File: src/rtl/saturation_monitor_pkg.sv
// Shared definitions for the saturation monitor slice.
//   DEF_DATA_WIDTH / DEF_CNT_WIDTH : default sample and counter widths
//   CNT_MAX                        : saturation ceiling of a default-width counter
//   pol_e                          : clip polarity, taken from the sample sign bit
package saturation_monitor_pkg;

    localparam int unsigned DEF_DATA_WIDTH = 16;
    localparam int unsigned DEF_CNT_WIDTH  = 16;

    localparam logic [DEF_CNT_WIDTH-1:0] CNT_MAX = '1;

    typedef enum logic {
        POL_POS = 1'b0,
        POL_NEG = 1'b1
    } pol_e;

endpackage

File: src/rtl/saturation_monitor_if.sv
// Bundle of the monitor's sample input, configuration and status outputs.
//   master : sample source / register interface (drives inputs, reads status)
//   slave  : the monitor itself
interface saturation_monitor_if
    import saturation_monitor_pkg::*;
#(
    parameter int unsigned DATA_WIDTH = DEF_DATA_WIDTH,
    parameter int unsigned CNT_WIDTH  = DEF_CNT_WIDTH
);
    logic                  in_valid;
    logic [DATA_WIDTH-1:0] in_data;
    logic                  in_sat;
    logic [CNT_WIDTH-1:0]  window_len;
    logic [CNT_WIDTH-1:0]  alarm_threshold;
    logic                  clear;

    logic [CNT_WIDTH-1:0]  sat_count;
    logic [CNT_WIDTH-1:0]  window_sat_count;
    logic                  window_done;
    logic [CNT_WIDTH-1:0]  run_max;
    logic                  sticky_pos;
    logic                  sticky_neg;
    logic                  alarm;

    modport master (
        output in_valid, in_data, in_sat, window_len, alarm_threshold, clear,
        input  sat_count, window_sat_count, window_done, run_max,
               sticky_pos, sticky_neg, alarm
    );

    modport slave (
        input  in_valid, in_data, in_sat, window_len, alarm_threshold, clear,
        output sat_count, window_sat_count, window_done, run_max,
               sticky_pos, sticky_neg, alarm
    );
endinterface

File: src/rtl/saturation_monitor_sat_counter.sv
// Saturating up-counter with synchronous clear and load-zero.
//   clk, reset    : clock, asynchronous active-high reset
//   i_clr         : synchronous clear (highest priority)
//   i_load_zero   : restart from zero; i_inc is applied on top of the zero
//   i_inc         : increment request
//   o_count       : registered count
//   o_plus1       : o_count + 1, held at the ceiling (combinational look-ahead)
module sat_counter
    import saturation_monitor_pkg::*;
#(
    parameter int unsigned WIDTH = DEF_CNT_WIDTH
) (
    input  logic             clk,
    input  logic             reset,
    input  logic             i_clr,
    input  logic             i_load_zero,
    input  logic             i_inc,
    output logic [WIDTH-1:0] o_count,
    output logic [WIDTH-1:0] o_plus1
);
    logic [WIDTH-1:0] r_count;
    logic [WIDTH-1:0] w_base;
    logic [WIDTH-1:0] w_next;

    always_comb begin
        o_plus1 = (r_count == '1) ? r_count : r_count + WIDTH'(1);
        w_base  = i_load_zero ? '0 : r_count;
        w_next  = w_base;
        if (i_clr) begin
            w_next = '0;
        end else if (i_inc && (w_base != '1)) begin
            w_next = w_base + WIDTH'(1);
        end
    end

    always_ff @(posedge clk or posedge reset) begin
        if (reset) begin
            r_count <= '0;
        end else begin
            r_count <= w_next;
        end
    end

    assign o_count = r_count;
endmodule

File: src/rtl/saturation_monitor.sv
// Saturation monitor: counts clipped samples per window, tracks the longest
// same-polarity clip run, keeps sticky polarity flags and a run-length alarm.
//   clk, reset : clock, asynchronous active-high reset
//   bus        : sample input, window/alarm configuration, clear and status
module saturation_monitor
    import saturation_monitor_pkg::*;
#(
    parameter int unsigned DATA_WIDTH = DEF_DATA_WIDTH,
    parameter int unsigned CNT_WIDTH  = DEF_CNT_WIDTH
) (
    input  logic                 clk,
    input  logic                 reset,
    saturation_monitor_if.slave  bus
);
    logic                 w_accept;
    logic                 w_sat;
    pol_e                 w_pol;
    logic                 w_win_en;
    logic                 w_close;
    logic                 w_continue;
    logic [CNT_WIDTH-1:0] w_run_upd;

    logic [CNT_WIDTH-1:0] w_idx_count, w_idx_plus1;
    logic [CNT_WIDTH-1:0] w_sat_count, w_sat_plus1;
    logic [CNT_WIDTH-1:0] w_run_count, w_run_plus1;

    pol_e                 r_run_pol;
    logic [CNT_WIDTH-1:0] r_run_max;
    logic [CNT_WIDTH-1:0] r_window_sat_count;
    logic                 r_window_done;
    logic                 r_sticky_pos;
    logic                 r_sticky_neg;
    logic                 r_alarm;

    always_comb begin
        // clear wins over a coincident sample
        w_accept   = bus.in_valid & ~bus.clear;
        w_sat      = w_accept & bus.in_sat;
        w_pol      = pol_e'(bus.in_data[DATA_WIDTH-1]);
        w_win_en   = (bus.window_len != '0);
        // index+1 >= len also closes immediately when len was lowered mid-window
        w_close    = w_accept & w_win_en & (w_idx_plus1 >= bus.window_len);
        // a nonzero run implies the previous valid sample was saturated
        w_continue = (w_run_count != '0) & (r_run_pol == w_pol);
        w_run_upd  = '0;
        if (bus.in_sat) begin
            w_run_upd = w_continue ? w_run_plus1 : CNT_WIDTH'(1);
        end
    end

    sat_counter #(.WIDTH(CNT_WIDTH)) u_idx_cnt (
        .clk         (clk),
        .reset       (reset),
        .i_clr       (bus.clear),
        .i_load_zero (w_accept & (w_close | (~w_win_en & (w_idx_count != '0)))),
        .i_inc       (w_accept & w_win_en & ~w_close),
        .o_count     (w_idx_count),
        .o_plus1     (w_idx_plus1)
    );

    sat_counter #(.WIDTH(CNT_WIDTH)) u_sat_cnt (
        .clk         (clk),
        .reset       (reset),
        .i_clr       (bus.clear),
        .i_load_zero (w_close),
        .i_inc       (w_sat & ~w_close),
        .o_count     (w_sat_count),
        .o_plus1     (w_sat_plus1)
    );

    sat_counter #(.WIDTH(CNT_WIDTH)) u_run_cnt (
        .clk         (clk),
        .reset       (reset),
        .i_clr       (bus.clear),
        .i_load_zero (w_accept & ~(bus.in_sat & w_continue)),
        .i_inc       (w_sat),
        .o_count     (w_run_count),
        .o_plus1     (w_run_plus1)
    );

    always_ff @(posedge clk or posedge reset) begin
        if (reset) begin
            r_run_pol          <= POL_POS;
            r_run_max          <= '0;
            r_window_sat_count <= '0;
            r_window_done      <= 1'b0;
            r_sticky_pos       <= 1'b0;
            r_sticky_neg       <= 1'b0;
            r_alarm            <= 1'b0;
        end else if (bus.clear) begin
            r_run_pol          <= POL_POS;
            r_run_max          <= '0;
            r_window_sat_count <= '0;
            r_window_done      <= 1'b0;
            r_sticky_pos       <= 1'b0;
            r_sticky_neg       <= 1'b0;
            r_alarm            <= 1'b0;
        end else begin
            r_window_done <= w_close;
            if (w_accept) begin
                if (bus.in_sat) begin
                    r_run_pol <= w_pol;
                    if (w_pol == POL_NEG) r_sticky_neg <= 1'b1;
                    else                  r_sticky_pos <= 1'b1;
                end
                if (w_run_upd > r_run_max) begin
                    r_run_max <= w_run_upd;
                end
                if ((bus.alarm_threshold != '0) && (w_run_upd >= bus.alarm_threshold)) begin
                    r_alarm <= 1'b1;
                end
                if (w_close) begin
                    r_window_sat_count <= bus.in_sat ? w_sat_plus1 : w_sat_count;
                end
            end
        end
    end

    assign bus.sat_count        = w_sat_count;
    assign bus.window_sat_count = r_window_sat_count;
    assign bus.window_done      = r_window_done;
    assign bus.run_max          = r_run_max;
    assign bus.sticky_pos       = r_sticky_pos;
    assign bus.sticky_neg       = r_sticky_neg;
    assign bus.alarm            = r_alarm;
endmodule

File: src/flat_wrapper.sv
// flat-port wrapper written by rule: the top's interface ports become plain ports
module saturation_monitor_flat import saturation_monitor_pkg::*;
#(
    parameter int unsigned DATA_WIDTH = DEF_DATA_WIDTH,
    parameter int unsigned CNT_WIDTH  = DEF_CNT_WIDTH
)
  (clk, reset, bus_in_valid, bus_in_data, bus_in_sat, bus_window_len, bus_alarm_threshold, bus_clear, bus_sat_count, bus_window_sat_count, bus_window_done, bus_run_max, bus_sticky_pos, bus_sticky_neg, bus_alarm);
  saturation_monitor_if #(.DATA_WIDTH(DATA_WIDTH), .CNT_WIDTH(CNT_WIDTH)) bus_i ();
  input  logic clk;
  input  logic reset;
  input wire logic [$bits(bus_i.in_valid)-1:0] bus_in_valid;
  input wire logic [$bits(bus_i.in_data)-1:0] bus_in_data;
  input wire logic [$bits(bus_i.in_sat)-1:0] bus_in_sat;
  input wire logic [$bits(bus_i.window_len)-1:0] bus_window_len;
  input wire logic [$bits(bus_i.alarm_threshold)-1:0] bus_alarm_threshold;
  input wire logic [$bits(bus_i.clear)-1:0] bus_clear;
  output wire logic [$bits(bus_i.sat_count)-1:0] bus_sat_count;
  output wire logic [$bits(bus_i.window_sat_count)-1:0] bus_window_sat_count;
  output wire logic [$bits(bus_i.window_done)-1:0] bus_window_done;
  output wire logic [$bits(bus_i.run_max)-1:0] bus_run_max;
  output wire logic [$bits(bus_i.sticky_pos)-1:0] bus_sticky_pos;
  output wire logic [$bits(bus_i.sticky_neg)-1:0] bus_sticky_neg;
  output wire logic [$bits(bus_i.alarm)-1:0] bus_alarm;
  assign bus_i.in_valid = bus_in_valid;
  assign bus_i.in_data = bus_in_data;
  assign bus_i.in_sat = bus_in_sat;
  assign bus_i.window_len = bus_window_len;
  assign bus_i.alarm_threshold = bus_alarm_threshold;
  assign bus_i.clear = bus_clear;
  assign bus_sat_count = bus_i.sat_count;
  assign bus_window_sat_count = bus_i.window_sat_count;
  assign bus_window_done = bus_i.window_done;
  assign bus_run_max = bus_i.run_max;
  assign bus_sticky_pos = bus_i.sticky_pos;
  assign bus_sticky_neg = bus_i.sticky_neg;
  assign bus_alarm = bus_i.alarm;
  saturation_monitor #(.DATA_WIDTH(DATA_WIDTH), .CNT_WIDTH(CNT_WIDTH)) u_core (.clk(clk), .reset(reset), .bus(bus_i));
endmodule
File: config.mk
export PLATFORM = sky130hd
export DESIGN_NAME = saturation_monitor_flat
export DESIGN_NICKNAME = d
export VERILOG_FILES = /design/src/rtl/saturation_monitor_pkg.sv /design/src/rtl/saturation_monitor_if.sv /design/src/rtl/saturation_monitor_sat_counter.sv /design/src/rtl/saturation_monitor.sv /design/src/flat_wrapper.sv
export SDC_FILE = /design/constraint.sdc
export NUM_CORES = 1
export LEC_CHECK = 0
export BUFFER_PORTS_ARGS = -buffer_cell sky130_fd_sc_hd__buf_2
export CAP_MARGIN = 25
export CORE_MARGIN = 3
export CORE_UTILIZATION = 52
export CTS_CLUSTER_DIAMETER = 80
export DETAILED_ROUTE_END_ITERATION = 7
export PLACE_DENSITY = 0.84
export RECOVER_POWER = 50
export SLEW_MARGIN = 40
export SYNTH_ARGS = -nofsm -noshare
export SYNTH_HDL_FRONTEND = slang
export SYNTH_SLANG_ARGS = --single-unit
File: constraint.sdc
create_clock -name clk -period 4.2 [get_ports clk]
set_input_delay 1.26 -clock clk [delete_from_list [all_inputs] [get_ports clk]]
set_output_delay 1.26 -clock clk [all_outputs]
set_load 0.005 [all_outputs]
==> results of run 1 <==
## cells by family after synthesis
logic type               synth area share
adder cells (fa/ha/maj)             0.107
AND/OR/NAND/NOR                     0.246
buffers and inverters              0.0624
multiplexers                       0.0305
AO/OA/AOI/OAI                       0.136
XOR/XNOR                           0.0935
flip-flops                          0.325
## sequential cells by signal, indices dropped and copies added (netlist names)
| register | flops |
|---|---|
| u_core.bus.sticky_neg | 1 |
| u_core.bus.alarm | 1 |
| u_core.bus.window_done | 1 |
| u_core.u_sat_cnt.o_count | 16 |
| u_core.bus.run_max | 16 |
| u_core.bus.window_sat_count | 16 |
| u_core.u_idx_cnt.o_count | 16 |
| u_core.bus.sticky_pos | 1 |
| u_core.r_run_pol | 1 |
| u_core.u_run_cnt.o_count | 16 |
## through the flow
step	setup TNS, ns	std cells	utilization	cell area [µm²]
2_1_floorplan	-0.0193	765	-	6650
3_5_place_dp	-0.636	1050	0.624	7590
4_1_cts	0	1066	0.648	7880
5_1_grt	-4.49	1079	0.666	8100
3_3_place_gp	-2.88	1050	0.624	7590
6_report	-0.0629	1079	0.666	8100
## worst max-delay path by stage
stage / from / cells past startpoint / endpoint / slack (ns)
floorplan: u_core.u_idx_cnt.o_count[9]$_DFF_PP0_ / 22 / u_core.u_sat_cnt.o_count[11]$_DFF_PP0_ / -0.02
global placement: bus_in_data[15] / 13 / u_core.bus.run_max[3]$_DFFE_PP0P_ / -0.21
detailed placement: bus_window_len[2] / 17 / u_core.u_sat_cnt.o_count[11]$_DFF_PP0_ / -0.11
CTS: u_core.u_idx_cnt.o_count[3]$_DFF_PP0_ / 20 / u_core.u_idx_cnt.o_count[13]$_DFF_PP0_ / 0.08
global route: u_core.u_idx_cnt.o_count[2]$_DFF_PP0_ / 21 / u_core.u_sat_cnt.o_count[11]$_DFF_PP0_ / -0.29
finish: u_core.u_idx_cnt.o_count[2]$_DFF_PP0_ / 21 / u_core.u_sat_cnt.o_count[11]$_DFF_PP0_ / -0.02
## worst reg2reg max path, cell delays in order (launching register included)
cell	delay, ns
dfrtp_1	0.37
nand4_1	0.18
nor3_2	0.29
and3_4	0.26
nand2_8	0.08
nand2_4	0.08
xnor2_2	0.10
ha_1	0.26
a21o_2	0.23
a221oi_4	0.26
o21ai_2	0.11
a211o_4	0.36
nand2_4	0.07
and2_4	0.15
ha_4	0.15
nand3_4	0.09
nor4_4	0.39
a21oi_4	0.13
and3_4	0.22
nor2b_4	0.13
xnor2_1	0.13
nor2_1	0.05
## where the power goes
group	switching [W]	leakage [nW]	internal [W]	total, W
combinational	0.000111	2.55	0.0000680	0.000179
sequential	0.00000633	1.18	0.000824	0.000830
clock	0.000343	0.129	0.000420	0.000762
## area by class of cell
class | count | area [µm²]
flip-flops and latches | 85 | 2130
multi-input cells | 585 | 4250
inverters | 61 | 230
clock inverters | 6 | 46.3
well taps | 168 | 210
fillers | 972 | 4060
clock buffers | 10 | 239
repair buffers | 164 | 1000
## metal layers
layer	share of wire	track usage	wire length, µm	up-vias
met4	0.020	0.0769	342	0
met2	0.48	0.386	8390	202
met1	0.44	0.313	7640	3010
met5	0	0	0	-
li1	-	-	-	2961
met3	0.057	0.0388	988	29
## timing repair
item,in CTS,in global routing
pin swaps,1,25
setup buffers,0,13
resized for setup,0,30
endpoints found under the setup margin,3,31
## Yosys cell counts, drive strengths merged (5+ instances only)
cell type	count	share of area
nor3	15	0.013
inv	60	0.034
mux2i	20	0.031
o21ai	24	0.020
xor2	23	0.031
o211ai	6	0.0076
xnor2	47	0.063
a31oi	5	0.0048
and3	12	0.011
ha	56	0.11
nand3	45	0.036
dfrtp	85	0.32
nand2b	6	0.0057
o21a	6	0.0069
a21oi	33	0.026
and2	7	0.0074
nand2	65	0.039
nand4	23	0.025
a21o	13	0.015
nor2	105	0.061
nor4	21	0.030
buf	16	0.014
a211oi	14	0.019
clkbuf	18	0.014
==> run metrics, run 1 <==
sequence of cells on the critical path=nand4_1 -> nor3_2 -> and3_4 -> nand2_8 -> nand2_4 -> xnor2_2 -> ha_1 -> a21o_2 -> a221oi_4 -> o21ai_2 -> a211o_4 -> nand2_4 -> and2_4 -> ha_4 -> nand3_4 -> nor4_4 -> a21oi_4 -> and3_4 -> nor2b_4 -> xnor2_1 -> nor2_1; vias per std cell=about 5.7; number of synthesis warnings=0; total inserted antenna cells=0; run status=complete, but fails checks; maximum vdd ir drop=approximately 0.00014 V; largest net degree at the start of global routing=47; setup slack after placement=-0.108 ns; highest fanout seen on the critical path=8; initial antenna violation count=0; upper clock frequency limit=approximately 240 MHz; Worst EP arrival=4.43 ns; layout overhead on the synthesized area=23.6%; vias in the first global route=between 5000 and 6000; detailed router's first-iteration violation count=between 400 and 500; Vert. Die Dim=between 100 and 150 µm; wirelength, routed=about 17000 µm; post-detailed-route count of antenna-violating nets=0; proportion of synthesized flip-flops having asynchronous set or reset=1.00; clock buffers created by TritonCTS=9; CTS root buf=clkbuf_16; Hold Path Origin=u_core.bus.sticky_pos$_DFFE_PP0P_; depth of the worst hold-timing path=2; violated checks=max-capacitance violations, max-slew violations, negative setup slack; final HPWL from detailed placement=roughly 13000 µm; kind of start point of the critical path=flop; number of buffers on the longest clock path=2; Port Buffer Count=89; destination of the worst hold path=u_core.bus.sticky_pos$_DFFE_PP0P_; worst path required time=4.41 ns; most frequent standard cell in the layout excluding fill and tap cells=nor2_1; post-synth design cell area=between 6000 and 7000 µm²; Worst Max-Slew Pin Slew=roughly 1.9 ns; sequential fraction of the synthesis area=0.325; total power density per cell area=approximately 220 nW/µm²; fin crit period=between 4 and 5 ns; hold violation total from the final report=0; RSZ-0062 raised after global routing=yes; Worst path max stage delay=between 0.3 and 0.4 ns; min-delay worst type=flop to flop; total clock sinks=85; final worst hold slack=0.504 ns; total via count in the routed design=6202; Static Leak=slightly below 4 nW; final net count=1015; number of cell instances on the worst register-to-register path=21; average cell area after synthesis=between 8 and 9 µm²; area enclosed by the die boundary=14000 µm²; number of pins with negative max-slew slack in the final report=just under 90; CTS clock-pin slew for the worst setup and hold paths=approximately 0.07 ns; CTS Hold Bufs=0; Most used DFF post-synth=dfrtp_1; post-synthesis register bit count=between 80 and 90; grt ovf=0; commonest cells after routing, fill and taps aside=101 x nor2_1, 84 x buf_2, 84 x dfrtp_1; MaxCap Viol Count=2; # setup viols final=6; crit share post-route=1.00; Slew headroom=-0.299; launching point of the worst reg2reg path=u_core.u_idx_cnt.o_count[2]$_DFF_PP0_; critical path class=flop to flop; EDFF count, synth=0; cell count after synthesis=765; TritonCTS clock tree=built; die width=118 µm; Worst Clk Skew=roughly 0.011 ns; fraction of layout instances using a drive strength above 1=0.262; crit path capture type=flop; register-to-register path setup slack=-0.02 ns; number of nets produced by synthesis=874; total design power=0.00177 W; Critical path buffers and inverters=0; post-synthesis cell type count=70; H-Tree Level Count=3; Wirelength per Cell=16.1 µm; I/O Pins=roughly 110; crit path max-delay cell type=nor4_4; end of the worst register-to-register path=u_core.u_sat_cnt.o_count[11]$_DFF_PP0_; insertion delay of the later-clocked pin in the worst-skew pair=0.35 ns; residual DRC count=0; number of optimization iterations in the first detailed-route pass=5; RePlAce Congestion=0.935; initial core utilization=0.539; number of core rows=40; first-pass GRT wire length=approximately 27000 µm; Total GRT Usage=0.234; floorplan core area=approximately 12000 µm²; crit-path leading delay family=simple AND/OR/NAND/NOR gates; PnR worst setup slack=-0.0183 ns
Power figures use the tool's default switching activity.
==> inputs of run 2 (changes only) <==
- clock period: 4.2 -> 3.5 ns (I/O delays scaled with it)
==> run 2 against run 1 <==
The run still ends with max-capacitance violations, max-slew violations, negative setup slack left. Total power up 26%. Sequential power increased by 20%. Non-clock buffer count grew 73. Setup slack lost 0.56 ns. Highest routed layer unchanged. Clock-buffer cell count increased by 1. Register-to-register slack worse by 0.56 ns. Clock skew decreased by 0.0033 ns. Global-route usage up 3.9 points. Worst hold slack improved by 0.0035 ns. Clock power up 26%.
==> run metrics, run 2 (synthesized netlist as in run 1, its figures left out) <==
# setup viols final=70; detailed router's first-iteration violation count=815; register-to-register path setup slack=-0.58 ns; Worst Max-Slew Pin Slew=approximately 2.1 ns; number of fill cells in the layout=770; area enclosed by the die boundary=~14000 µm²; initial antenna violation count=0; highest fanout seen on the critical path=8; wirelength, routed=about 22000 µm; total clock sinks=85; part of the total power dissipated in sequential elements=0.446; upper clock frequency limit=about 240 MHz; hold violation total from the final report=0; vias in the first global route=6467; area of all sequential standard cells=around 2100 µm²; insertion delay of the later-clocked pin in the worst-skew pair=0.35 ns; CTS Hold Bufs=0; I/O Pins=around 110; kind of start point of the critical path=flop; final net count=1088; number of optimization iterations in the first detailed-route pass=7; largest net degree at the start of global routing=45; grt ovf=0; total power density per cell area=247 nW/µm²; Static Leak=between 4 and 5 nW; Vert. Die Dim=between 100 and 150 µm; fraction of layout instances using a drive strength above 1=0.379; internal power=between 0.0015 and 0.002 W; total via count in the routed design=around 6900; number of buffers on the longest clock path=2; vias per std cell=~6.0; Slew headroom=-0.422; TritonCTS clock tree=built; Worst EP arrival=approximately 4.3 ns; floorplan core area=between 10000 and 15000 µm²; crit path capture type=flop; combinational cell fraction of total power=0.123; sw power=0.000598 W; fin crit period=approximately 4.1 ns; run status=complete, but fails checks; Wirelength per Cell=19.2 µm; total inserted antenna cells=0; min-delay worst type=flop to flop; Total GRT Usage=0.273; CTS clock-pin slew for the worst setup and hold paths=0.07 ns; maximum vdd ir drop=between 0.00015 and 0.0002 V; clock buffers created by TritonCTS=9; Worst Clk Skew=0.00782 ns; MaxCap Viol Count=2; critical path class=flop to flop; most frequent standard cell in the layout excluding fill and tap cells=buf_4; number of core rows=40; commonest cells after routing, fill and taps aside=136 x buf_4, 92 x nor2_1, 89 x buf_2; Hold Path Origin=u_core.bus.window_sat_count[7]$_DFFE_PP0P_; total design power=0.00223 W; initial core utilization=0.539; Port Buffer Count=a little under 90; CTS root buf=clkbuf_16; crit share post-route=1.17; final HPWL from detailed placement=approximately 13000 µm; Final TNS setup=-19.42 ns; worst path required time=between 3 and 4 ns; first-pass GRT wire length=between 30000 and 40000 µm; number of pins with negative max-slew slack in the final report=84; die width=around 120 µm; launching point of the worst reg2reg path=u_core.u_idx_cnt.o_count[7]$_DFF_PP0_; post-detailed-route count of antenna-violating nets=0; RePlAce Congestion=between 0.9 and 1; clock network power share=0.431; violated checks=max-capacitance violations, max-slew violations, negative setup slack; residual DRC count=0; H-Tree Level Count=3; RSZ-0062 raised after global routing=yes; critical path startpoint=u_core.u_idx_cnt.o_count[7]$_DFF_PP0_; PnR worst setup slack=-0.582 ns; layout overhead on the synthesized area=37.8%; proportion of total power due to net switching=0.268; footprint of the multi-input gates=approximately 4600 µm²
-- run 2: cell count changes in the layout (fill, tap and decap cells not counted), moves of 5 or more --
| cell | delta |
|---|---|
| nor2_2 | +6 |
| nand3_2 | +6 |
| clkbuf_1 | -6 |
| a21oi_1 | -9 |
| buf_2 | +5 |
| nand3_1 | -9 |
| buf_4 | +67 |
| buf_6 | +6 |
| a21oi_2 | +10 |
| nor2_1 | -9 |
-- run 2: area by class of cell --
class / instances / area share
clock buffer: 11 / 0.0280
clock inverter: 5 / 0.00485
inverter: 61 / 0.0255
multi-input combinational: 585 / 0.508
sequential: 85 / 0.236
tap: 168 / 0.0233
timing repair buffer: 237 / 0.175
-- run 2: final timing paths --
kind | to | cells after the start
setup / recovery | u_core.u_sat_cnt.o_count[11]$_DFF_PP0_ | 21
setup reg to reg | u_core.u_sat_cnt.o_count[11]$_DFF_PP0_ | 21
max in group asynchronous | u_core.u_run_cnt.o_count[4]$_DFF_PP0_ | 3
hold / removal | u_core.bus.window_sat_count[7]$_DFFE_PP0P_ | 2
hold reg to reg | u_core.bus.window_sat_count[7]$_DFFE_PP0P_ | 2
min in group asynchronous | u_core.u_idx_cnt.o_count[12]$_DFF_PP0_ | 2
-- run 2: what timing repair did --
action                                  CTS  global route
resized for setup                        50            53
pin swaps                                62            36
endpoints found under the setup margin   38            54
endpoints found under the hold margin     0             0
setup buffers                            23            17
-- run 2: per-stage QoR --
| step | hold WS (ns) | instances | instance area, µm² | setup WS (ns) | utilization |
|---|---|---|---|---|---|
| final | 0.508 | 1152 | 9030 | -0.582 | 0.742 |
| after global routing | 0.544 | 1152 | 9030 | -0.762 | 0.742 |
| after CTS | 0.515 | 1139 | 8690 | -0.415 | 0.715 |
| after detailed placement | 0.490 | 1106 | 8040 | -0.719 | 0.661 |
| after global placement | 0.483 | 1106 | 8040 | -0.611 | 0.661 |
| after floorplan | 0.489 | 765 | 6680 | -0.718 | - |
-- run 2: power by group through the flow --
| stage | sequential, W | combinational (W) | clock [W] |
|---|---|---|---|
| 2_1_floorplan | 0.00101 | 0.000131 | 0 |
| 3_3_place_gp | 0.00101 | 0.000226 | 0 |
| 3_5_place_dp | 0.00101 | 0.000233 | 0 |
| 4_1_cts | 0.000995 | 0.000256 | 0.000954 |
| 5_1_grt | 0.000996 | 0.000298 | 0.00100 |
| 6_report | 0.000996 | 0.000274 | 0.000961 |
-- run 2: routing by layer --
layer  part of all wire  GRT usage
met5                  0          0
met4              0.057      0.103
met3              0.077     0.0464
met2               0.49      0.465
met1               0.37      0.347
-- run 2: worst max-delay path, stage by stage (launching register included) --
cell      delay [ns]
dfrtp_1         0.36
nand4_1         0.21
nor3_2          0.29
and3_4          0.27
nand2_8         0.08
nand2_4         0.09
xnor2_2         0.11
ha_1            0.26
a21o_2          0.20
a221oi_2        0.25
o21ai_2         0.12
a211o_2         0.40
nand2_4         0.08
and2_4          0.15
ha_4            0.15
nand3_4         0.09
nor4_4          0.23
a21oi_4         0.11
and3_4          0.20
nor2b_4         0.12
xnor2_1         0.15
nor2_1          0.05
==> inputs of run 3 (changes only) <==
- BUFFER_PORTS_ARGS: -buffer_cell sky130_fd_sc_hd__buf_2 -> -buffer_cell sky130_fd_sc_hd__buf_4
==> run 3 against run 2 <==
The run still ends with max-capacitance violations, max-slew violations, negative setup slack left. Worst hold slack gained 0.0066 ns. Maximum frequency grew 0.73%. Die area is the same. Non-clock buffer count is the same. Cell count is the same. Critical endpoint is now u_core.u_idx_cnt.o_count[10]$_DFF_PP0_.
==> run metrics, run 3 (synthesized netlist as in run 1, its figures left out) <==
total power density per cell area=between 200 and 250 nW/µm²; die width=118 µm; largest net degree at the start of global routing=86; layout overhead on the synthesized area=41.4%; Worst Clk Skew=0.00727 ns; total design power=about 0.0023 W; PnR worst setup slack=-0.553 ns; Final TNS setup=-18.48 ns; area enclosed by the die boundary=between 10000 and 15000 µm²; H-Tree Level Count=3; kind of start point of the critical path=flop; total via count in the routed design=just under 7000; fin crit period=about 4.1 ns; CTS Hold Bufs=0; floorplan core area=roughly 12000 µm²; critical path class=flop to flop; Static Leak=roughly 4.4 nW; vias per std cell=5.97; commonest cells after routing, fill and taps aside=214 x buf_4, 95 x nor2_1, 77 x dfrtp_1; CTS clock-pin slew for the worst setup and hold paths=~0.070 ns; run status=complete, but fails checks; min-delay worst type=flop to flop; upper clock frequency limit=approximately 250 MHz; vias in the first global route=between 6000 and 7000; Port Buffer Count=89; setup slack after placement=-0.672 ns; most frequent standard cell in the layout excluding fill and tap cells=buf_4; Worst EP arrival=approximately 4.3 ns; Slew headroom=-0.429; violated checks=max-capacitance violations, max-slew violations, negative setup slack; initial core utilization=0.539; CTS root buf=clkbuf_16; number of optimization iterations in the first detailed-route pass=6; detailed router's first-iteration violation count=704; total inserted antenna cells=0; worst path required time=between 3 and 4 ns; final net count=roughly 1100; TritonCTS clock tree=built; total clock sinks=85; post-detailed-route count of antenna-violating nets=0; Wirelength per Cell=between 15 and 20 µm; final worst hold slack=between 0.5 and 0.6 ns; first-pass GRT wire length=slightly above 30000 µm; # setup viols final=66; grt ovf=0; number of pins with negative max-slew slack in the final report=between 100 and 150; number of core rows=40; crit path capture type=flop; I/O Pins=105; Worst Max-Slew Pin Slew=about 2.1 ns; MaxCap Viol Count=2; hold violation total from the final report=0; Total GRT Usage=0.269; number of fill cells in the layout=738; highest fanout seen on the critical path=7; number of buffers on the longest clock path=2; wirelength, routed=around 21000 µm; RSZ-0062 raised after global routing=yes; crit share post-route=1.16; maximum vdd ir drop=~0.00023 V; residual DRC count=0; fraction of layout instances using a drive strength above 1=0.374; initial antenna violation count=0; RePlAce Congestion=0.939; Vert. Die Dim=between 100 and 150 µm; final HPWL from detailed placement=13600 µm; insertion delay of the later-clocked pin in the worst-skew pair=between 0.3 and 0.4 ns; clock buffers created by TritonCTS=9
-- run 3: routing by layer --
layer  share of wire  track usage  vias to the layer above
li1                -            -                     3098
met1            0.39        0.347                     3300
met2            0.50        0.456                      384
met3           0.069       0.0455                      101
met4           0.041       0.0930                        0
met5               0            0                        -
-- run 3: through the flow --
stage | std cells | area (µm²) | util
final | 1152 | 9270 | 0.762
after CTS | 1134 | 8880 | 0.730
after global routing | 1152 | 9270 | 0.762
after detailed placement | 1103 | 8250 | 0.679
after floorplan | 765 | 6680 | -
after global placement | 1103 | 8250 | 0.679
-- run 3: critical path, cell delays in order, from the launching register on --
cell	delay (ns)
dfrtp_1	0.38
nand4_1	0.25
nor3_4	0.23
and3_4	0.27
nand2_8	0.09
nand2_4	0.09
xnor2_2	0.10
ha_1	0.26
a21o_2	0.23
a221oi_2	0.25
o21ai_2	0.11
buf_4	0.16
a211oi_4	0.30
a21boi_2	0.13
nor2_2	0.18
ha_4	0.20
and3_4	0.19
and2_4	0.16
a311oi_1	0.12
a31o_1	0.24
-- run 3: layout make-up --
type	count	area, µm²	area share
clock inverters	6	68.8	0.00742
well taps	168	210	0.0227
flip-flops and latches	85	2140	0.231
multi-input cells	585	4520	0.488
inverters	61	230	0.0248
clock buffers	10	239	0.0258
repair buffers	237	1860	0.201
-- run 3: final timing paths --
kind                                                             from                                          to  slack [ns]  cells past startpoint
max                             u_core.u_idx_cnt.o_count[5]$_DFF_PP0_      u_core.u_idx_cnt.o_count[10]$_DFF_PP0_       -0.55                     19
max in group asynchronous                                       reset       u_core.u_run_cnt.o_count[4]$_DFF_PP0_        0.59                      3
min                        u_core.bus.window_sat_count[1]$_DFFE_PP0P_  u_core.bus.window_sat_count[1]$_DFFE_PP0P_        0.51                      2
max reg2reg                     u_core.u_idx_cnt.o_count[5]$_DFF_PP0_      u_core.u_idx_cnt.o_count[10]$_DFF_PP0_       -0.55                     19
min in group asynchronous                                       reset      u_core.u_idx_cnt.o_count[15]$_DFF_PP0_        1.47                      3
min reg2reg                u_core.bus.window_sat_count[1]$_DFFE_PP0P_  u_core.bus.window_sat_count[1]$_DFFE_PP0P_        0.51                      2
-- run 3: where the power goes --
group | switching (W) | internal, W
clock | 0.000435 | 0.000578
combinational | 0.000151 | 0.000128
sequential | 0.00000863 | 0.000988
total | 0.000595 | 0.00169
-- run 3: timing repair --
action / 4_1_cts / 5_1_grt
endpoints found under the setup margin: 46 / 64
cloned: 0 / 1
setup buffers: 18 / 22
pin swaps: 38 / 28
gates resized for setup: 47 / 57
